File: config.mk
export PLATFORM = sky130hd
export DESIGN_NAME = switch_round_ctrl
export DESIGN_NICKNAME = d
export VERILOG_FILES = /design/src/rtl/switch_game_pkg.sv /design/src/rtl/prompt_lfsr.sv /design/src/rtl/switch_round_ctrl.sv
export SDC_FILE = /design/constraint.sdc
export NUM_CORES = 1
export LEC_CHECK = 0
export BUFFER_PORTS_ARGS = -buffer_cell sky130_fd_sc_hd__buf_4
export CAP_MARGIN = 20
export CELL_PAD_IN_SITES_DETAIL_PLACEMENT = 1
export CELL_PAD_IN_SITES_GLOBAL_PLACEMENT = 1
export CORE_ASPECT_RATIO = 1.4
export CORE_MARGIN = 2
export CORE_UTILIZATION = 43
export CTS_CLUSTER_DIAMETER = 60
export DETAILED_ROUTE_END_ITERATION = 8
export HOLD_SLACK_MARGIN = 0.06
export PLACE_DENSITY = 0.77
export SYNTH_ARGS = -nofsm -noshare
export SYNTH_HDL_FRONTEND = slang
export SYNTH_SLANG_ARGS = --single-unit
File: constraint.sdc
create_clock -name clk -period 8.9 [get_ports clk]
set_input_delay 1.78 -clock clk [delete_from_list [all_inputs] [get_ports clk]]
set_output_delay 1.78 -clock clk [all_outputs]
set_load 0.005 [all_outputs]
File: src/rtl/switch_game_pkg.sv
// Shared types and constants for the switch game round sequencer.
package switch_game_pkg;
  localparam int STATE_W   = 3;
  localparam int SCORE_MAX = 99;
  localparam int SCORE_W   = 7;
  localparam int TIME_W    = 6;
  localparam int LFSR_W    = 16;

  // x^16 + x^14 + x^13 + x^11 + 1, bits numbered from 1 at the LSB
  localparam logic [LFSR_W-1:0] LFSR_TAPS = 16'hB400;

  typedef enum logic [STATE_W-1:0] {
    ST_IDLE, ST_PROMPT, ST_WAIT, ST_SETTLE, ST_JUDGE, ST_MISS, ST_OVER
  } state_t;

  function automatic logic [LFSR_W-1:0] lfsr_next(input logic [LFSR_W-1:0] s);
    return {s[LFSR_W-2:0], ^(s & LFSR_TAPS)};
  endfunction
endpackage

File: src/rtl/prompt_lfsr.sv
// Prompt generator: LFSR reduced mod NSW, never repeating the previous index.
module prompt_lfsr import switch_game_pkg::*; #(
  parameter int                NSW       = 10,
  parameter logic [LFSR_W-1:0] LFSR_SEED = 16'hACE1
) (
  input  logic                     clk,
  input  logic                     reset,
  input  logic                     step_i,
  output logic [$clog2(NSW)-1:0]   idx_o,
  output logic [NSW-1:0]           onehot_o
);
  localparam int IDX_W = $clog2(NSW);

  logic [LFSR_W-1:0] lfsr_q, raw_w;
  logic [IDX_W-1:0]  raw_idx, prev_q;
  logic              prev_vld_q;

  always_comb begin
    raw_w   = lfsr_q % LFSR_W'(NSW);
    raw_idx = raw_w[IDX_W-1:0];
    idx_o   = raw_idx;
    // prev_vld_q keeps the very first prompt after reset unconstrained
    if (prev_vld_q && raw_idx == prev_q)
      idx_o = (raw_idx == IDX_W'(NSW-1)) ? '0 : raw_idx + IDX_W'(1);
    onehot_o = NSW'(1) << idx_o;
  end

  always_ff @(posedge clk or posedge reset) begin
    if (reset) begin
      lfsr_q     <= LFSR_SEED;
      prev_q     <= '0;
      prev_vld_q <= 1'b0;
    end else if (step_i) begin
      lfsr_q     <= lfsr_next(lfsr_q);
      prev_q     <= idx_o;
      prev_vld_q <= 1'b1;
    end
  end
endmodule

File: src/rtl/switch_round_ctrl.sv
// Switch game round sequencer: prompt, debounce, judge, timer, score and lives.
// Optional HISCORE_EN adds hiscore_o, the best score since reset.
module switch_round_ctrl import switch_game_pkg::*; #(
  parameter int                NSW          = 10,
  parameter int                DEBOUNCE_CYC = 2500000,
  parameter int                ROUND_TIME   = 5,
  parameter int                MAX_LIVES    = 3,
  parameter logic [LFSR_W-1:0] LFSR_SEED    = 16'hACE1
) (
  input  logic               clk,
  input  logic               reset,
  input  logic               start_i,
  input  logic               tick_i,
  input  logic [NSW-1:0]     sw_i,
  output logic [NSW-1:0]     led_o,
  output logic [SCORE_W-1:0] score_o,
  output logic [1:0]         lives_o,
  output logic [TIME_W-1:0]  time_left_o,
  output logic               busy_o,
  output logic               game_over_o
`ifdef HISCORE_EN
  ,
  output logic [SCORE_W-1:0] hiscore_o
`endif
);
  localparam int IDX_W = $clog2(NSW);
  localparam int CNT_W = (DEBOUNCE_CYC > 1) ? $clog2(DEBOUNCE_CYC) : 1;
  localparam logic [CNT_W-1:0] CNT_LAST = CNT_W'(DEBOUNCE_CYC - 1);

  state_t             state_q, state_d;
  logic [NSW-1:0]     ref_q, ref_d, target_q, target_d, snap_q, snap_d;
  logic [CNT_W-1:0]   cnt_q, cnt_d;
  logic [NSW-1:0]     led_d, onehot;
  logic [IDX_W-1:0]   idx;
  logic [SCORE_W-1:0] score_d;
  logic [1:0]         lives_d;
  logic [TIME_W-1:0]  time_d;
  logic               busy_d, over_d, expire, settled;

  prompt_lfsr #(.NSW(NSW), .LFSR_SEED(LFSR_SEED)) u_lfsr (
    .clk      (clk),
    .reset    (reset),
    .step_i   (state_q == ST_PROMPT),
    .idx_o    (idx),
    .onehot_o (onehot)
  );

  always_comb begin
    state_d  = state_q;
    ref_d    = ref_q;
    target_d = target_q;
    snap_d   = snap_q;
    cnt_d    = cnt_q;
    score_d  = score_o;
    lives_d  = lives_o;
    time_d   = time_left_o;
    expire   = tick_i && time_left_o == TIME_W'(1);
    settled  = sw_i == snap_q && sw_i != ref_q && cnt_q == CNT_LAST;

    case (state_q)
      ST_IDLE, ST_OVER: if (start_i) begin
        score_d = '0;
        lives_d = 2'(MAX_LIVES);
        state_d = ST_PROMPT;
      end
      ST_PROMPT: begin
        ref_d    = sw_i;
        target_d = sw_i ^ (NSW'(1) << idx);
        time_d   = TIME_W'(ROUND_TIME);
        state_d  = ST_WAIT;
      end
      ST_WAIT: begin
        if (tick_i && time_left_o != '0) time_d = time_left_o - TIME_W'(1);
        if (expire) state_d = ST_MISS;
        else if (sw_i != ref_q) begin
          snap_d  = sw_i;
          cnt_d   = '0;
          state_d = ST_SETTLE;
        end
      end
      ST_SETTLE: begin
        if (tick_i && time_left_o != '0) time_d = time_left_o - TIME_W'(1);
        if (sw_i != snap_q) begin
          snap_d = sw_i;
          cnt_d  = '0;
        end else if (sw_i == ref_q) state_d = ST_WAIT;
        else cnt_d = cnt_q + CNT_W'(1);
        // a completed debounce beats a timeout landing on the same cycle
        if (settled) state_d = ST_JUDGE;
        else if (expire) state_d = ST_MISS;
      end
      ST_JUDGE: begin
        if (snap_q == target_q) begin
          score_d = (score_o >= SCORE_W'(SCORE_MAX)) ? SCORE_W'(SCORE_MAX) : score_o + SCORE_W'(1);
          state_d = ST_PROMPT;
        end else state_d = ST_MISS;
      end
      ST_MISS: begin
        lives_d = lives_o - 2'd1;
        state_d = (lives_o == 2'd1) ? ST_OVER : ST_PROMPT;
      end
      default: state_d = ST_IDLE;
    endcase

    busy_d = state_d inside {ST_PROMPT, ST_WAIT, ST_SETTLE, ST_JUDGE, ST_MISS};
    over_d = state_d == ST_OVER;
    if (state_d == ST_OVER)       led_d = '1;
    else if (state_d == ST_IDLE)  led_d = '0;
    else if (state_q == ST_PROMPT) led_d = onehot;
    else                          led_d = led_o;
  end

  always_ff @(posedge clk or posedge reset) begin
    if (reset) begin
      state_q     <= ST_IDLE;
      led_o       <= '0;
      score_o     <= '0;
      lives_o     <= 2'(MAX_LIVES);
      time_left_o <= TIME_W'(ROUND_TIME);
      busy_o      <= 1'b0;
      game_over_o <= 1'b0;
      ref_q       <= '0;
      target_q    <= '0;
      snap_q      <= '0;
      cnt_q       <= '0;
    end else begin
      state_q     <= state_d;
      led_o       <= led_d;
      score_o     <= score_d;
      lives_o     <= lives_d;
      time_left_o <= time_d;
      busy_o      <= busy_d;
      game_over_o <= over_d;
      ref_q       <= ref_d;
      target_q    <= target_d;
      snap_q      <= snap_d;
      cnt_q       <= cnt_d;
    end
  end

`ifdef HISCORE_EN
  always_ff @(posedge clk or posedge reset) begin
    if (reset) hiscore_o <= '0;
    else if (state_d == ST_OVER && state_q != ST_OVER && score_o > hiscore_o)
      hiscore_o <= score_o;
  end
`endif
endmodule

==> results.cfg, run 1 <==
[run_status]
status = finished with violations
violations = negative setup slack

[timing]
fin_setup_tns_ns = -0.642
rsz0062_at_grt = true
setup_violations = 7
max-slew-margin-rel = 0.444
worst-slew-pin-transition_ns = 0.834
fmax_mhz = 110
finalClockSkew_ns = 0.0152
hold_violations = 0
finalWorstSetupSlack_ns = -0.172
drv_slew = 0
min_period_ns = 9.07
post-route-period-util = 1.02

[synth]
yosys_warnings = 0
synth_edf_count = 0
synth.distinct_cells = 116
syn_nets = 1150
syn_avg_cell_area_um2 = 8.00
syn-instance-count = 1128
synth-seq-cells = 103
synth.cell_area_mm2 = 0.00902
async_flop_share = 1.00
ys_seq_area_frac = 0.287
synth-main-ff-cell = dfrtp_1

[worst_hold_path]
holdCritPathClass = reg -> reg
hold_depth = 1
min_from = u_lfsr.prev_vld_q
hold_end = u_lfsr.prev_vld_q

[floorplan]
start_util = 0.439
dieArea_mm2 = 0.0222
core_mm2 = 0.0206
pin_count = 41
die_w_um = 126
die_h_um = 175
rows = 62

[setup_path]
start_kind = flip-flop
worst-path-max-fanout = 7
slowest_delay_ns = 0.65
r2r_cells = 37
cpMostUsedCell = buf_4
worstPathRequired_ns = 9.13
r2r_slack_ns = -0.17
criticalPathCategory = reg -> reg
end_kind = flip-flop
r2r_start = u_lfsr.lfsr_q[13]
rr_endpoint = target_q[6]
cp.arrival_ns = 9.30
cp_slowest_cell = dfstp_2

[clocking]
clock-sinks = 103
clk_pin_slew_ns = 0.08
cts-root-buf = clkbuf_16
cts_tree = built
insertion_delay_ns = 0.35
cts_hold_buf = 0
htree_levels = 3
cts_buffers = 9
cts.path.max_buffers = 2

[global_route]
antenna_found_initial = 0
grtUsageTotal = 0.254
gr-total-overflow = 0
met1_usage = 0.303
met3_usage = 0.0247
grt_max_degree = 77
use_met2 = 0.472
grt_pass1_vias = 9387
grt_pass1_wl_mm = 47.2
busiest_layer = met2

[layout]
antenna_cells = 0
instances_no_fill = 1483
fin_nets = 1244
stdcell_area_mm2 = 0.0111
layout-drive-gt1-share = 0.266
synthToLayoutAreaGrowth_pct = 22.7

[detailed_routing]
num_vias = 9431
dr.first_iter.drc_count = 578
drc = 0
drtAntennaViolNets = 0
drtPass1Iterations = 7
routedWlPerCell_um = 21.1
detail_route.vias_per_cell = 6.36
routed_wl_mm = 31.3

[placement]
pre_cts_ws_ns = -0.249
gp_congestion = 0.889
dp.cells = 1411
placedInstanceArea_mm2 = 0.00974
io_buffers = 40
hpwl_mm = 20.6

[flow_run]
max-cap-violations = 0
synthesized netlist by cell type (all sizes together), types with 23 or more instances:
cell type	number	area [um2]
a21oi	54	297
nand2	162	608
nor2	87	339
buf	24	161
clkbuf	45	169
o21ai	102	529
nor3	28	161
inv	31	116
dfrtp	91	2280
nand4	23	144
xnor2	28	264
xor2	33	289
nand3	63	315
state kept, by name (all words and copies together) (netlist names):
| register | flops |
|---|---|
| snap_q | 10 |
| cnt_q | 22 |
| lives_o | 2 |
| time_left_o | 6 |
| score_o | 7 |
| busy_o | 1 |
| u_lfsr.prev_q | 4 |
| game_over_o | 1 |
| led_o | 10 |
| u_lfsr.prev_vld_q | 1 |
| ref_q | 10 |
| state_q | 3 |
| target_q | 10 |
| u_lfsr.lfsr_q | 16 |
critical path, delay by kind of cell, from the launching register on:
kind,cells,cell delay (ns)
AOI/OAI and AO/OA,18,4.31
and+or+nand+nor,7,1.63
buffers and inverters,7,1.16
muxes,3,0.81
DFF,1,0.65
adders and majority gates,1,0.23
xor gates and xnor gates,1,0.16
cell type report:
| class | count | area, um2 |
|---|---|---|
| clock inverter | 7 | 77.6 |
| inverter | 33 | 126 |
| sequential | 103 | 2590 |
| timing repair buffer | 151 | 1170 |
| tap | 256 | 320 |
| multi-input combinational | 924 | 6550 |
| fill | 2454 | 9490 |
| clock buffer | 9 | 225 |
through the flow:
step                hold WS, ns   util
floorplan                 0.425      -
global placement          0.441  0.474
detailed placement        0.449  0.474
CTS                       0.471  0.492
global route              0.499  0.538
finish                    0.476  0.538
what timing repair did:
action,CTS,global route
gates cloned,0,1
gates resized for setup,14,111
endpoints found under the hold margin,0,0
pin swaps,1,64
buffers inserted,0,55
setup endpoints to repair,17,24
how the worst max path moves through the flow:
stage                           start           to  slack (ns)  cells after the start
floorplan           u_lfsr.lfsr_q[12]  target_q[6]        0.47                     35
global placement    u_lfsr.lfsr_q[12]  target_q[1]        0.05                     29
detailed placement  u_lfsr.lfsr_q[12]  target_q[9]       -0.25                     29
CTS                 u_lfsr.lfsr_q[14]  target_q[6]        0.02                     32
global route        u_lfsr.lfsr_q[13]  target_q[4]       -0.43                     35
finish              u_lfsr.lfsr_q[13]  target_q[6]       -0.17                     37
cell usage in the layout (no fill, tap or decap), drive strengths merged, types with 9 or more instances in the layout:
cell / n
nand4: 23
xor2: 33
and2: 10
a31oi: 17
inv: 33
a21o: 17
buf: 151
clkbuf: 9
mux2i: 9
nor3: 28
o311ai: 9
o21ai: 102
a21oi: 55
a211o: 11
dfstp: 12
a211oi: 15
and3: 21
nor2: 87
xnor2: 28
nor4: 22
nand3: 63
nand2b: 10
o31ai: 10
or3: 9
o211ai: 19
nand2: 162
dfrtp: 91
nor2b: 10
logic make-up after synthesis:
family,share of synthesized area
xor+xnor,0.0613
fa+ha+maj,0.0157
buf+inv,0.0503
compound gates,0.298
simple gates,0.270
flops,0.287
mux,0.0172
per-layer routing:
metal,routed length (um),vias up
li1,-,4384
met2,16900,242
met5,0,-
met1,12300,4712
met3,935,93
met4,1150,0
Power of run 1 is left out: the tool's default activity adds up to more than one toggle a clock period on the data nets, which glitch-free logic cannot reach.
==> inputs of run 2 (changes only) <==
- PLACE_DENSITY: 0.77 -> 0.84
==> run 2 against run 1 <==
The flow still finishes with violations (negative setup slack); clock skew decreased by 0.0067 ns; die area did not move; fmax fell by 0.49%.
==> results.cfg, run 2 (synthesized netlist as in run 1, its figures left out) <==
[run_status]
status = finished with violations
violations = negative setup slack

[setup_path]
cp.arrival_ns = 9.36
cp_slowest_cell = dfstp_2
worstPathRequired_ns = 9.14
cpMostUsedCell = buf_4
start_kind = flip-flop
criticalPathCategory = reg -> reg
slowest_delay_ns = 0.66
worst-path-max-fanout = 9
end_kind = flip-flop

[placement]
gp_congestion = 0.909
dp.cells = 1428
hpwl_mm = 21.2
io_buffers = 40

[timing]
min_period_ns = 9.12
fmax_mhz = 110
worst-slew-pin-transition_ns = 1.04
drv_slew = 0
finalWorstSetupSlack_ns = -0.217
post-route-period-util = 1.02
finalClockSkew_ns = 0.00854
max-slew-margin-rel = 0.307
hold_violations = 0
setup_violations = 9

[clocking]
cts-root-buf = clkbuf_16
cts.path.max_buffers = 2
insertion_delay_ns = 0.35
cts_tree = built
cts_hold_buf = 0
cts_buffers = 9
clock-sinks = 103
clk_pin_slew_ns = 0.08
htree_levels = 3

[layout]
multi_input_area_mm2 = 0.00669
fin_nets = 1252
ff_latch_area_mm2 = 0.00259
synthToLayoutAreaGrowth_pct = 24.8
mostFrequentLayoutCells = 160 x nand2_1, 151 x buf_4, 89 x dfrtp_1, 80 x nor2_1, 78 x o21ai_0
layout_commonest_cell = nand2_1
top_regs = cnt_q x22, u_lfsr.lfsr_q x16
layout-drive-gt1-share = 0.277
antenna_cells = 0
instances_no_fill = 1491
largest_register_ffs = 22
fillers = 2414
top_register = cnt_q

[detailed_routing]
detail_route.vias_per_cell = 6.75
drtAntennaViolNets = 0
drc = 0
num_vias = 10100
routed_wl_mm = 35.6
routedWlPerCell_um = 23.8
drtPass1Iterations = 6
dr.first_iter.drc_count = 744

[floorplan]
core_mm2 = 0.0206
die_w_um = 126
pin_count = 41
die_h_um = 175
dieArea_mm2 = 0.0222
start_util = 0.439
rows = 62

[global_route]
grt_max_degree = 79
grt_pass1_vias = 9578
grtUsageTotal = 0.262
antenna_found_initial = 0
grt_pass1_wl_mm = 48.5
gr-total-overflow = 0

[worst_hold_path]
holdCritPathClass = reg -> reg

[flow_run]
max-cap-violations = 0
[run 2: changes by cell type in the layout (fill, tap and decap cells not counted), sizes merged]
cell / previous run / this run
buf: 151 / 158
clkinv: 7 / 4
clkbuf: 9 / 10
clkinvlp: 0 / 1
inv: 33 / 34
o221a: 4 / 5
[run 2: path summary, 6_finish.rpt]
check / slack, ns / from / end / depth (start not counted)
setup / recovery: -0.22 / u_lfsr.lfsr_q[15] / target_q[4] / 38
hold / removal: 0.50 / ref_q[3] / ref_q[3] / 2
setup reg to reg: -0.22 / u_lfsr.lfsr_q[15] / target_q[4] / 38
hold reg to reg: 0.50 / ref_q[3] / ref_q[3] / 2
max in group asynchronous: 6.14 / reset / ref_q[5] / 3
min in group asynchronous: 1.39 / reset / time_left_o[3] / 2
[run 2: layer usage]
layer | GRT usage | share of wire | vias to the layer above
li1 | - | - | 4414
met3 | 0.0302 | 0.036 | 159
met1 | 0.297 | 0.37 | 5089
met5 | 0 | 0 | -
met4 | 0.118 | 0.056 | 0
met2 | 0.488 | 0.53 | 400
[run 2: layout make-up]
type                            count  share of cell area
Tap cell                          256              0.0285
Inverter                           33              0.0112
Sequential cell                   103               0.231
Timing Repair Buffer              158               0.109
Clock inverter                      6             0.00567
Multi-Input combinational cell    925               0.595
Clock buffer                       10              0.0203
[run 2: through the flow]
| stage | TNS, ns | hold WS [ns] | instance area (um2) | utilization | setup WS [ns] |
|---|---|---|---|---|---|
| 3_3_place_gp | 0 | 0.450 | 9870 | 0.480 | 0.118 |
| 4_1_cts | 0 | 0.483 | 10200 | 0.497 | 0.00685 |
| 5_1_grt | -6.32 | 0.522 | 11300 | 0.548 | -0.566 |
| 6_report | -0.777 | 0.497 | 11300 | 0.548 | -0.217 |
| 3_5_place_dp | -0.989 | 0.462 | 9870 | 0.480 | -0.158 |
| 2_1_floorplan | 0 | 0.425 | 9020 | - | 0.471 |
[run 2: timing repair]
action / CTS / global route
setup endpoints to repair: 16 / 24
cloned: 0 / 2
pin swaps: 3 / 69
setup buffers: 1 / 44
resized for setup: 10 / 130
[run 2: critical path: cells and delay by family, from the launching register on]
family	cells	cell delay (ns)
flip-flops	1	0.66
AND/OR/NAND/NOR	8	1.84
multiplexers	1	0.19
buffers and inverters	10	1.76
AO/OA/AOI/OAI	19	4.51
Power of run 2 is left out for the same reason.
==> inputs of run 3 (changes only) <==
--- a/config.mk
+++ b/config.mk
@@ -13,3 +13,3 @@
 export CORE_MARGIN = 2
-export CORE_UTILIZATION = 43
+export CORE_UTILIZATION = 52
 export CTS_CLUSTER_DIAMETER = 60
@@ -17,5 +17,6 @@
 export HOLD_SLACK_MARGIN = 0.06
-export PLACE_DENSITY = 0.84
+export PLACE_DENSITY = 0.93
 export SYNTH_ARGS = -nofsm -noshare
 export SYNTH_HDL_FRONTEND = slang
+export SYNTH_HIERARCHICAL = 1
 export SYNTH_SLANG_ARGS = --single-unit
==> constraint.sdc (replaced) <==
create_clock -name clk -period 11.2 [get_ports clk]
set_input_delay 0.56 -clock clk [delete_from_list [all_inputs] [get_ports clk]]
set_output_delay 0.56 -clock clk [all_outputs]
set_load 0.005 [all_outputs]
==> run 3 against run 2 <==
The flow now finishes without violations; synthesized cell count rose by 3.1%; global-route usage rose by 5.2 points; sequential cell count did not move; critical endpoint unchanged.
==> results.cfg, run 3 <==
[run_status]
status = complete, no violations

[floorplan]
dieArea_mm2 = 0.0193
die_w_um = 118
pin_count = 41
rows = 58
start_util = 0.528
core_mm2 = 0.0179
die_h_um = 164

[setup_path]
slowest_delay_ns = 0.74
cp-startpoint = u_lfsr/lfsr_q[13]
r2r_start = u_lfsr/lfsr_q[13]
cp_slowest_cell = dfstp_2
worst-path-max-fanout = 17
start_kind = flip-flop
r2r_slack_ns = 0.22
path_buf_inv = 2
worstPathRequired_ns = 11.41
end_kind = flip-flop
cp.arrival_ns = 11.19
critical_path.top_delay_family = simple AND/OR/NAND/NOR gates
criticalPathCategory = reg -> reg

[timing]
drv_slew = 0
max-slew-margin-rel = 0.396
post-route-period-util = 0.981
fmax_mhz = 91.0
worst-slew-pin-transition_ns = 0.898
setup_violations = 0
hold_violations = 0
min_period_ns = 10.98
finalClockSkew_ns = 0.0111

[layout]
mostFrequentLayoutCells = 138 x nand2_1, 91 x dfrtp_1, 83 x nor2_1, 79 x o21ai_0, 61 x buf_4
top_regs = cnt_q x22, u_lfsr/lfsr_q x16
top_register = cnt_q
fin_nets = 1173
stdcell_area_mm2 = 0.0103
antenna_cells = 0
synthToLayoutAreaGrowth_pct = 8.94
largest_register_ffs = 22
layout-drive-gt1-share = 0.170
layout_commonest_cell = nand2_1

[detailed_routing]
dr.first_iter.drc_count = 647
drtAntennaViolNets = 0
routedWlPerCell_um = 22.4
drc = 0
routed_wl_mm = 31.3
num_vias = 9512
detail_route.vias_per_cell = 6.82
drtPass1Iterations = 5

[clocking]
cts_tree = built
cts.path.max_buffers = 2
clock-sinks = 103
clk_pin_slew_ns = 0.07
htree_levels = 3
cts-root-buf = clkbuf_16
cts_buffers = 9
insertion_delay_ns = 0.35

[placement]
hpwl_mm = 20.9
placedInstanceArea_mm2 = 0.00972
gp_congestion = 0.867
io_buffers = 40

[global_route]
gr-total-overflow = 0
grt_max_degree = 83
grt_pass1_wl_mm = 50.1
grtUsageTotal = 0.314
antenna_found_initial = 0
grt_pass1_vias = 9728

[synth]
synth_edf_count = 0
synth.distinct_cells = 115
async_flop_share = 1.00
yosys_warnings = 6
synth-main-ff-cell = dfrtp_1
synth_top_area_frac = 0.241
yosysMostFrequentCell = nand2_1
syn-instance-count = 1163
ys_seq_area_frac = 0.274
synth.cell_area_mm2 = 0.00946
synth-seq-cells = 103
syn_nets = 1186
synthTopCellsByArea = dfrtp_1 24%, nand2_1 5.5%, xnor2_1 4.4%
synth_common_cells = 139 x nand2_1, 91 x dfrtp_1, 85 x nor2_1
syn_avg_cell_area_um2 = 8.14
yosysTopAreaCell = dfrtp_1

[worst_hold_path]
holdCritPathClass = in -> async

[flow_run]
max-cap-violations = 0
run 3: worst min-delay path: cells and delay by family:
family	cells	cell delay [ns]
buffers and inverters	3	0.42
run 3: final timing paths:
| path | end | cells after the start |
|---|---|---|
| setup reg to reg | target_q[4] | 32 |
| min in group clk | ref_q[5] | 3 |
| max in group asynchronous | u_lfsr/prev_vld_q | 2 |
| hold / removal | cnt_q[1] | 3 |
| hold reg to reg | ref_q[5] | 2 |
| setup / recovery | target_q[4] | 32 |
run 3: what timing repair did:
item                       4_1_cts  5_1_grt
hold endpoints to repair         0        0
setup endpoints to repair        1       21
setup buffers                    0       11
pin swaps                        0        4
hold buffers                     0        0
gates cloned                     0        0
gates resized for setup          1       24
run 3: area by class of cell:
class / count / area [um2]
Sequential cell: 103 / 2590
Timing Repair Buffer: 62 / 485
Clock inverter: 5 / 104
Tap cell: 240 / 300
Fill cell: 2188 / 7610
Inverter: 33 / 125
Multi-Input combinational cell: 941 / 6460
Clock buffer: 11 / 243
run 3: routing by layer:
metal | track usage | wire [um]
met3 | 0.0349 | 1130
met5 | 0 | 0
met2 | 0.604 | 16700
met1 | 0.351 | 12200
met4 | 0.127 | 1260
run 3: metrics by stage:
stage,hold WS (ns),utilization,instances,TNS [ns],worst slack [ns]
after global routing,0.245,0.575,1395,-1.49,-0.252
after global placement,0.478,0.542,1367,0,0.673
final,0.232,0.575,1395,0,0.217
after floorplan,0.464,-,1163,0,1.93
after detailed placement,0.484,0.542,1367,0,0.264
after CTS,0.405,0.562,1383,0,0.159
run 3: cell families after synthesis:
kind of cell | count (synthesis) | synth area share
adders and majority gates | 13 | 0.0163
muxes | 35 | 0.0403
DFF | 103 | 0.274
and+or+nand+nor | 468 | 0.256
buffers and inverters | 119 | 0.0576
AOI/OAI and AO/OA | 358 | 0.291
xor gates and xnor gates | 67 | 0.0648
Power of run 3 is left out for the same reason.
